`src/rtl/ds_seq.sv`:
```
// ds_seq: sequenced divide-then-subtract unit.
// Computes quotient = x / y (unsigned) and difference = quotient - z.
// A restoring divider produces one quotient bit per cycle. A registered
// subtract stage follows it. Valid/ready handshakes are used on both
// sides, and only one operation is in flight at a time.
module ds_seq #(
  parameter int WIDTH = 32,
  parameter int CW    = 6
) (
  input  logic             clk,
  input  logic             rst,
  input  logic             in_valid,
  output logic             in_ready,
  input  logic [WIDTH-1:0] x,
  input  logic [WIDTH-1:0] y,
  input  logic [WIDTH-1:0] z,
  input  logic             abort,
  output logic             out_valid,
  input  logic             out_ready,
  output logic [WIDTH-1:0] quotient,
  output logic [WIDTH-1:0] difference,
  output logic             div_by_zero,
  output logic             busy
);

  typedef enum logic [1:0] {
    IDLE = 2'd0,
    DIV  = 2'd1,
    SUB  = 2'd2,
    DONE = 2'd3
  } state_t;

  state_t           state;
  logic [CW-1:0]    cnt;
  // The dividend shifts out at the top while quotient bits shift in at
  // the bottom. After WIDTH steps this register holds the quotient.
  logic [WIDTH-1:0] dvd;
  logic [WIDTH-1:0] dvs;
  logic [WIDTH-1:0] rem;
  logic [WIDTH-1:0] zr;
  logic             dbz;

  logic [WIDTH:0]   trial;
  logic             take;
  logic [WIDTH-1:0] rem_next;

  // One restoring step: shift in the next dividend bit, then subtract
  // the divisor if it fits.
  always_comb begin
    // NOTE: every combinational output gets a default first so no path leaves it unassigned (no latch).
    trial    = {rem, dvd[WIDTH-1]};
    take     = (trial >= {1'b0, dvs});
    rem_next = trial[WIDTH-1:0];
    if (take) begin
      // The true result is below dvs, so the low WIDTH bits are exact.
      rem_next = trial[WIDTH-1:0] - dvs;
    end
  end

  // Status flags are decoded directly from the state register.
  assign in_ready  = (state == IDLE);
  assign out_valid = (state == DONE);
  assign busy      = (state != IDLE);

  // Control FSM, working registers and result registers.
  always_ff @(posedge clk or negedge rst) begin
    if (!rst) begin
      // NOTE: sequential state uses non-blocking assignments so all registers update together at the edge.
      state       <= IDLE;
      cnt         <= '0;
      dvd         <= '0;
      dvs         <= '0;
      rem         <= '0;
      zr          <= '0;
      dbz         <= 1'b0;
      quotient    <= '0;
      difference  <= '0;
      div_by_zero <= 1'b0;
    end else begin
      unique case (state)
        IDLE: begin
          if (in_valid) begin
            dvs <= y;
            zr  <= z;
            rem <= '0;
            cnt <= '0;
            if (y == '0) begin
              dvd   <= '1;
              dbz   <= 1'b1;
              state <= SUB;
            end else begin
              dvd   <= x;
              dbz   <= 1'b0;
              state <= DIV;
            end
          end
        end
        DIV: begin
          if (abort) begin
            state <= IDLE;
          end else begin
            rem <= rem_next;
            dvd <= {dvd[WIDTH-2:0], take};
            cnt <= cnt + 1'b1;
            if (cnt == CW'(WIDTH - 1)) begin
              state <= SUB;
            end
          end
        end
        SUB: begin
          if (abort) begin
            state <= IDLE;
          end else begin
            quotient    <= dvd;
            difference  <= dvd - zr;
            div_by_zero <= dbz;
            state       <= DONE;
          end
        end
        DONE: begin
          // The result stays presented until it is consumed. Abort has no effect here.
          if (out_ready) begin
            state <= IDLE;
          end
        end
        default: state <= IDLE;
      endcase
    end
  end

endmodule

```
`config.mk`:
```
export PLATFORM = sky130hd
export DESIGN_NAME = ds_seq
export DESIGN_NICKNAME = d
export VERILOG_FILES = /design/src/rtl/ds_seq.sv
export SDC_FILE = /design/constraint.sdc
export NUM_CORES = 1
export LEC_CHECK = 0
export CELL_PAD_IN_SITES_DETAIL_PLACEMENT = 0
export CELL_PAD_IN_SITES_GLOBAL_PLACEMENT = 1
export CORE_MARGIN = 5
export CORE_UTILIZATION = 38
export CTS_CLUSTER_DIAMETER = 60
export DETAILED_ROUTE_END_ITERATION = 10
export GPL_TIMING_DRIVEN = 0
export PLACE_DENSITY = 0.76
export SLEW_MARGIN = 0
export SYNTH_ARGS = -nofsm -noshare
export SYNTH_HDL_FRONTEND = slang
export SYNTH_SLANG_ARGS = --single-unit
```
`constraint.sdc`:
```
create_clock -name clk -period 2.7 [get_ports clk]
set_input_delay 0.27 -clock clk [delete_from_list [all_inputs] [get_ports clk]]
set_output_delay 0.27 -clock clk [all_outputs]
set_load 0.05 [all_outputs]
```
# Yosys cells after proc, flatten, opt, wreduce, memory -nomap -nowiden
# Cells that the tools add are included.
# word_totals
out_inout_bits	68
register_bits	202
in_bits	101
elab_cells	50
# classes
order_cmp	1
n_reduce_logical	8
muxes	19
n_addsub	3
bitwise_logic	1
n_eq_ne	8
# op_table
cell	n
$mux 32	6
$pmux 32 s2	2
$sub 32x32->32	2
$ge 33x32->1	1
$logic_not 32->1	1
$mux 2	6
$mux 6	2
$pmux 6 s2	1
$pmux 2 s4	1
$add 6x1->6 const B	1
$eq 6x5->1 const B	1
$reduce_and 3->1	2
$eq 2x2->1 const B	2
$ne 2x2->1 const B	2
$reduce_and 2->1	2
$reduce_bool 2->1	2
$ne 3x3->1 const B	1
$eq 2x1->1 const B	1
$logic_not 2->1	1
$ne 2x1->1 const B	1
$mux 1	1
$not 1->1	1

# Depth between registers and ports, before layout
# depth
ltp_word	4
depth_mapped	13
ltp_nobuf	12

# Worst setup path after synthesis
# Ideal clock, no wire load.
# synth_timing
path_type	flip-flop to flip-flop
startpoint	register dvd[0]
endpoint	register difference[30]
arrival_time_ps	2506
setup_time_ps	101
path_stages_with_launch	13
synth_period_minus_slack_ps	2606
required_ps	2599
n_path_buf	0
path_slack_ps	94
cell_sequence	dfrtp_1 inv_1 ha_1 fa_1 nor2b_4 o31a_4 nor3_2 o21ai_2 a41o_2 a31o_1 a21oi_2 or4_1 o311ai_2
# synth_between
elab_chain_len	1
# synth_rtl
item	line_no	text
from (decl)	37	logic [WIDTH-1:0] dvd;
from (signal assigned)	103	dvd <= {dvd[WIDTH-2:0], take};
$sub 32x32->32	115	difference <= dvd - zr;
to (signal assigned)	115	
to (decl)	21	output logic [WIDTH-1:0] difference,
# Every way passes these cells.
# A chain may end at the register's enable or synchronous reset.

# Final worst setup path
# layout_timing
startpoint	register rem[18]
endpoint	register rem[14]
# layout_between
elab_chain_len	4
# layout_rtl
item	line_no	text
from (decl)	39	logic [WIDTH-1:0] rem;
from (signal assigned)	102	rem <= rem_next;
$ge 33x32->1	52	take = (trial >= {1'b0, dvs});
$mux 32	54	if (take) begin
$mux 32	99	if (abort) begin
$pmux 32 s2	80	unique case (state)
# Every way passes these cells. The select of a mux whose other input is x is not followed.

==> flow_summary.json <==
{
  "worstPathRequired_ps": 3110,
  "skew_ps": 17.78,
  "path_cells": "ha_1, buf_6, nand4_1, nor4_4, a31oi_1, a21boi_2, a2111oi_4, o21ai_4, buf_12, buf_6, clkbuf_16, mux2i_1, o21ai_1",
  "cellLeakagePower_uw": 0.007102,
  "nNetsFinal": 1790,
  "vias_per_cell": 5.288,
  "setup_violations": 7,
  "grt_pass1_wl_mm": 56.10,
  "post-route-util": 0.5352,
  "cp-start-kind": "flip-flop",
  "path_depth": 13,
  "finalCriticalPeriod_ps": 2745,
  "clock_sinks": 202,
  "die_w_um": 185.1,
  "path_clk_slew_ps": 60,
  "clock-root-buffer": "clkbuf_16",
  "num_rows": 64,
  "cts_max_level": 1,
  "fin_area_um2": 16290,
  "pin_count": 169,
  "start_util": 0.3829,
  "ant_nets": 0,
  "maxCapViolations": 0,
  "drt_wl_total_mm": 37.43,
  "worst-path-max-fanout": 6,
  "drv_slew": 0,
  "path_class": "reg -> reg",
  "tritoncts": "built",
  "wl_per_cell_um": 18.36,
  "first_global_vias": 10330,
  "ys_seq_area_frac": 0.4338,
  "hold_violations": 0,
  "reg2reg_from": "rem[18]$_DFFE_PN0P_",
  "dieHeight_um": 185.1,
  "hold_path.class": "in -> async",
  "yosysWarnings": 0,
  "clk_latency_ps": 550,
  "regArea_um2": 5062,
  "r2r_cells": 13,
  "power_uw": 21290,
  "first_iter_violations": 694,
  "final_common_cell": "nand2_1",
  "place_congestion": 0.8666,
  "rsz0062_at_grt": "yes",
  "relSlewSlack": 0.4792,
  "place_hpwl_mm": 27.13,
  "r2r-end": "rem[14]$_DFFE_PN0P_",
  "cp_top_family": "compound AO/OA/AOI/OAI gates",
  "design.core.area_um2": 30430,
  "dr.pass1.iters": 5,
  "netlist_area_um2": 11650,
  "io_buffers": 168,
  "crit_slowest_cell": "dfrtp_1",
  "die-area_um2": 34260,
  "netlist-cell-type-count": 74,
  "dp_slack_ps": -408.9,
  "crit_buf_inv": 4,
  "clock.fmax_mhz": 364.4,
  "synth_enable_flop_cells": 0,
  "fin_crit_sh": 1.016,
  "dpl-instance-area_um2": 13890,
  "cts-buffers-inserted": 26,
  "post-route-drc-count": 0,
  "drive_gt1_frac": 0.1730,
  "grt_antenna_before_repair": 1,
  "slowest_delay_ps": 400,
  "power_density_nw_per_um2": 1307,
  "endpoint_kind": "flip-flop",
  "multi_input_area_um2": 6798,
  "syn_to_final_growth_pct": 39.79,
  "grt_max_degree": 73,
  "outcome": "complete, but fails checks",
  "num_vias": 10780,
  "synth_nets": 1524,
  "fill_cells": 2835,
  "syn_inst": 1357,
  "tightest_slew_ps": 776.0,
  "most-common-layout-cells": "288 x nand2_1, 196 x dfrtp_1, 167 x clkdlybuf4s50_1, 123 x o21ai_0, 75 x inv_1",
  "layout_setup_ws_ps": -44.54,
  "ys_seq_elements": 202,
  "worst_ep_arrival_time_ps": 3150,
  "cpMostUsedCell": "buf_6",
  "synth_flop_cell": "dfrtp_1",
  "clock_path_buffers": 3,
  "async_flop_share": 1.000,
  "avgSynthCellArea_um2": 8.586,
  "violations": "setup timing",
  "gr-usage-all-layers": 0.2040,
  "vdd_drop_max_v": 0.0005812,
  "grt_overflow": 0,
  "r2r_slack_ps": -40
}
state kept, by name, indices dropped and copies added, names as in the netlist, 2 cells and up:
name,flops
difference,32
dvd,32
dvs,32
quotient,32
rem,32
zr,32
cnt,6
state,2
worst register-to-register path: stages, from the launching register on:
cell and delay, ps:
dfrtp_1 400, ha_1 310, buf_6 110, nand4_1 220, nor4_4 360, a31oi_1 160, a21boi_2 230, a2111oi_4 80
o21ai_4 100, buf_12 150, buf_6 110, clkbuf_16 140, mux2i_1 180, o21ai_1 70
stage by stage:
step           setup TNS (ps)  hold WS [ps]  cells
2_1_floorplan               0        -25.59   1357
5_1_grt                 -2782         280.2   2039
6_report               -135.3         238.2   2039
3_3_place_gp         -1508070         461.8   1921
4_1_cts               -0.2567         250.6   1994
3_5_place_dp           -10250         245.2   1923
worst max-delay path by stage:
stage | from | endpoint | slack, ps
after floorplan | dvd[0]$_DFFE_PN0P_ | difference[30]$_DFFE_PN0P_ | 90
after global placement | rst | dvs[19]$_DFFE_PN0P_ | -7430
after detailed placement | y[16] | dvd[0]$_DFFE_PN0P_ | -410
after CTS | rem[10]$_DFFE_PN0P_ | rem[23]$_DFFE_PN0P_ | -0.3
after global routing | dvs[10]$_DFFE_PN0P_ | rem[18]$_DFFE_PN0P_ | -160
final | rem[18]$_DFFE_PN0P_ | rem[14]$_DFFE_PN0P_ | -40
area by class of cell:
type	count	area share
Clock buffer	37	0.04556
Clock inverter	10	0.006069
Antenna cell	1	0.0001536
Buffer	67	0.02512
Timing Repair Buffer	240	0.1460
Multi-Input combinational cell	1006	0.4174
Sequential cell	202	0.3108
Tap cell	396	0.03042
Inverter	80	0.01844
timing repair:
action,CTS,global route
pin swaps,22,40
cloned,1,3
hold endpoints to repair,65,0
setup endpoints to repair,66,66
gates resized for setup,59,156
setup buffers,22,45
hold buffers,1,0
metal layers:
layer / share of wire / vias to the layer above / wire, µm / global-route usage
li1: - / 5225 / - / -
met1: 0.43 / 5211 / 16220 / 0.2734
met2: 0.49 / 287 / 18370 / 0.3517
met3: 0.051 / 59 / 1907 / 0.02690
met4: 0.025 / 0 / 922 / 0.05079
met5: 0 / - / 0 / 0
synth_stat cells (4+ instances only):
master | instances | area share
a31oi_1 | 11 | 0.0059
dfrtp_1 | 202 | 0.43
nor2_1 | 71 | 0.023
xor2_1 | 24 | 0.018
xnor2_1 | 33 | 0.025
or3_1 | 4 | 0.0021
and3_1 | 11 | 0.0059
o22ai_1 | 9 | 0.0048
ha_1 | 64 | 0.069
nor4_1 | 10 | 0.0054
o211ai_1 | 6 | 0.0039
o21bai_1 | 8 | 0.0052
a211oi_1 | 5 | 0.0032
nor3_1 | 35 | 0.015
o31ai_1 | 22 | 0.014
nor2b_1 | 7 | 0.0038
and2_1 | 4 | 0.0021
and4_1 | 4 | 0.0030
o21ai_1 | 27 | 0.012
a21o_1 | 24 | 0.015
o21ai_0 | 143 | 0.061
o21a_1 | 10 | 0.0064
nand2b_1 | 5 | 0.0027
nand4_1 | 16 | 0.0086
clkbuf_1 | 50 | 0.016
or2_2 | 4 | 0.0021
nand2_1 | 296 | 0.095
a21oi_1 | 66 | 0.028
nand3_1 | 14 | 0.0060
o31a_1 | 4 | 0.0030
mux2i_1 | 13 | 0.011
inv_1 | 80 | 0.026
buf_2 | 10 | 0.0043
buf_6 | 5 | 0.0048
power breakdown:
part / internal [µW] / switching [µW]
combinational: 5250 / 7510
clock: 2010 / 1390
sequential: 4250 / 880
total: 11500 / 9780
cells by family after synthesis:
logic type	share of synthesized area
compound gates	0.1982
mux	0.01310
fa+ha+maj	0.07217
buf+inv	0.05530
flops	0.4338
simple gates	0.1845
xor+xnor	0.04285
Power figures use the tool's default switching activity.
==> RTL edit, RTL diff (config.mk and constraints unchanged) <==
Set the parameter `WIDTH` to 16 (it was 32).
--- a/src/rtl/ds_seq.sv
+++ b/src/rtl/ds_seq.sv
@@ -5,5 +5,5 @@
 // sides, and only one operation is in flight at a time.
 module ds_seq #(
-  parameter int WIDTH = 32,
+  parameter int WIDTH = 16,
   parameter int CW    = 6
 ) (
Ports: changed (5 resized); port bits go from 169 to 89. No check against the original RTL was run, so the function may have changed too.
==> RTL edit against the original RTL <==
Via count down 55%; die area decreased by 48%; wire length decreased by 58%; sequential power fell by 48%; global-route usage fell by 2.3 points; total power down 52%; clock power down 61%; maximum frequency rose by 9.9%; sequential cell count decreased by 96; cell area down 55%; worst setup slack better by 0.25 ns; combinational power decreased by 52%; synthesized area shrank 50%.
==> RTL edit: results (changes against the original RTL) <==
| Metric | Value |
|---|---|
| Min-delay worst type | input port to flop (was input port to asynchronous set/reset pin) |
| XOR/XNOR Fraction of Synth Area | 0.04051 (was 0.04285) |
| Crit path DAT | 2.78 ns (was 3.15 ns) |
| # Post-CTS Setup Buffers | 0 (was 22) |
| Part of the power in registers | 0.263 (was 0.241) |
| Clock transition at the registers of the reported paths | 0.08 ns (was 0.06 ns) |
| Synth Net Count | 712 (was 1524) |
| Slew HR | 0.5306 (was 0.4792) |
| Mux share of post-synthesis cell area | 0.05016 (was 0.01310) |
| Initial antenna violation count | 0 (was 1) |
| GRT met3 Usage | 0.03901 (was 0.02690) |
| Metal-1 WL | 7.044 mm (was 16.22 mm) |
| DR iter-0 viols | 280 (was 694) |
| Logic power comb | 6170 uW (was 12800 uW) |
| Synth Area in Compound Gates | 0.1936 (was 0.1982) |
| Htree depth | 3 (was 1) |
| CTS resizes | 0 (was 59) |
| Met3 routed WL | 653 um (was 1.907 mm) |
| Ant diodes | 0 (was 1) |
| Met1 track demand over resource | 0.2297 (was 0.2734) |
| Cts bufs inserted | 9 (was 26) |
| Avg Vias per Cell | 5.332 (was 5.288) |
| Drt total wl | 15.56 mm (was 37.43 mm) |
| Slowest-stage cell, CP | fa_1 (was dfrtp_1) |
| Top cells by count, synth | dfrtp_1 (106), nand2_1 (94), o21ai_0 (93) (was nand2_1 (296), dfrtp_1 (202), o21ai_0 (143)) |
| Netlist cell types | 52 (was 74) |
| GPL Wtd Cong | 0.8522 (was 0.8666) |
| Kind of cell adding the most delay to the critical path | compound AO/OA/AOI/OAI gates (unchanged) |
| Max VDD drop | 0.4846 mV (was 0.5812 mV) |
| Internal | 5401 uW (was 11510 uW) |
| First-pass GRT wire length | 25.88 mm (was 56.10 mm) |
| Clock Tree Buf Depth | 2 (was 3) |
| Switching power | 4793 uW (was 9782 uW) |
| Max stage delay on crit path | 0.41 ns |
| Post-synthesis sequential area ratio | 0.4544 (was 0.4338) |
| Worst-Skew Late Latency | 0.36 ns (was 0.55 ns) |
| Number of fill cells | 1412 (was 2835) |
| Hold-fix buffers at CTS | 1 (unchanged) |
| Layout net count | 813 (was 1790) |
| DPL Wire Length | 12.01 mm (was 27.13 mm) |
| Post-Synth Adder-Cell Area | 0.07546 (was 0.07216) |
| GR Util met2 | 0.3088 (was 0.3517) |
| Crit Path Max Fanout | 3 (was 6) |
| Setup Skew | 0.008063 ns (was 0.01778 ns) |
| Vias in the first global route | 5135 (was 10330) |
| Outcome | complete, no violations (was finished, violations left) |
| Port buffer count | 88 (was 168) |
| Layout cell share with drive strength beyond 1 | 0.06840 (was 0.1730) |
| Global-route usage over all layers | 0.1808 (was 0.2040) |
| P_leak | 0.003235 uW (was 0.007102 uW) |
| Top cells by area, synth | dfrtp_1 (45%), o21ai_0 (8.0%), ha_1 (6.9%) (was dfrtp_1 (43%), nand2_1 (9.5%), ha_1 (6.9%)) |
| Largest net degree at the start of global routing | 55 (was 73) |
| WL met2 | 7.507 mm (was 18.37 mm) |
==> RTL edit: changes by cell type after synthesis, sizes merged, moves of 16 or more <==
cell,delta
a21oi,-44
clkbuf,-34
nand2,-203
nor2,-49
a21o,-17
xnor2,-18
inv,-39
o31ai,-18
dfrtp,-96
o21ai,-62
ha,-32
nor3,-32
mux2,+16
==> RTL edit: layout make-up <==
class | instances | share of cell area
Buffer | 27 | 0.01578
Clock buffer | 11 | 0.03190
Clock inverter | 5 | 0.008748
Inverter | 41 | 0.02110
Multi-Input combinational cell | 451 | 0.4010
Sequential cell | 106 | 0.3636
Tap cell | 188 | 0.03225
Timing Repair Buffer | 90 | 0.1256
==> RTL edit: final timing paths <==
path / startpoint / end / slack (ns) / cells after the start
hold / removal: z[3] / zr[3]$_DFFE_PN0P_ / 0.48 / 3
hold reg to reg: difference[1]$_DFFE_PN0P_ / difference[1]$_DFFE_PN0P_ / 0.48 / 2
setup / recovery: dvd[15]$_DFFE_PN0P_ / rem[12]$_DFFE_PN0P_ / 0.20 / 9
min in group asynchronous: rst / zr[3]$_DFFE_PN0P_ / 0.51 / 2
max in group asynchronous: rst / state[1]$_DFFE_PN0P_ / 1.49 / 3
setup reg to reg: dvd[15]$_DFFE_PN0P_ / rem[12]$_DFFE_PN0P_ / 0.20 / 9
==> RTL edit: per-stage QoR <==
step / TNS, ns / utilization / area, um^2 / setup WS [ns] / std cells
after floorplan: 0 / - / 5837 / 0.4323 / 625
after global placement: -286.92 / 0.4591 / 6953 / -2.708 / 901
after detailed placement: -1.078 / 0.4607 / 6978 / -0.1439 / 902
after CTS: 0 / 0.4810 / 7284 / 0.1061 / 919
after global routing: 0 / 0.4816 / 7295 / 0.06656 / 919
final: 0 / 0.4816 / 7295 / 0.2032 / 919
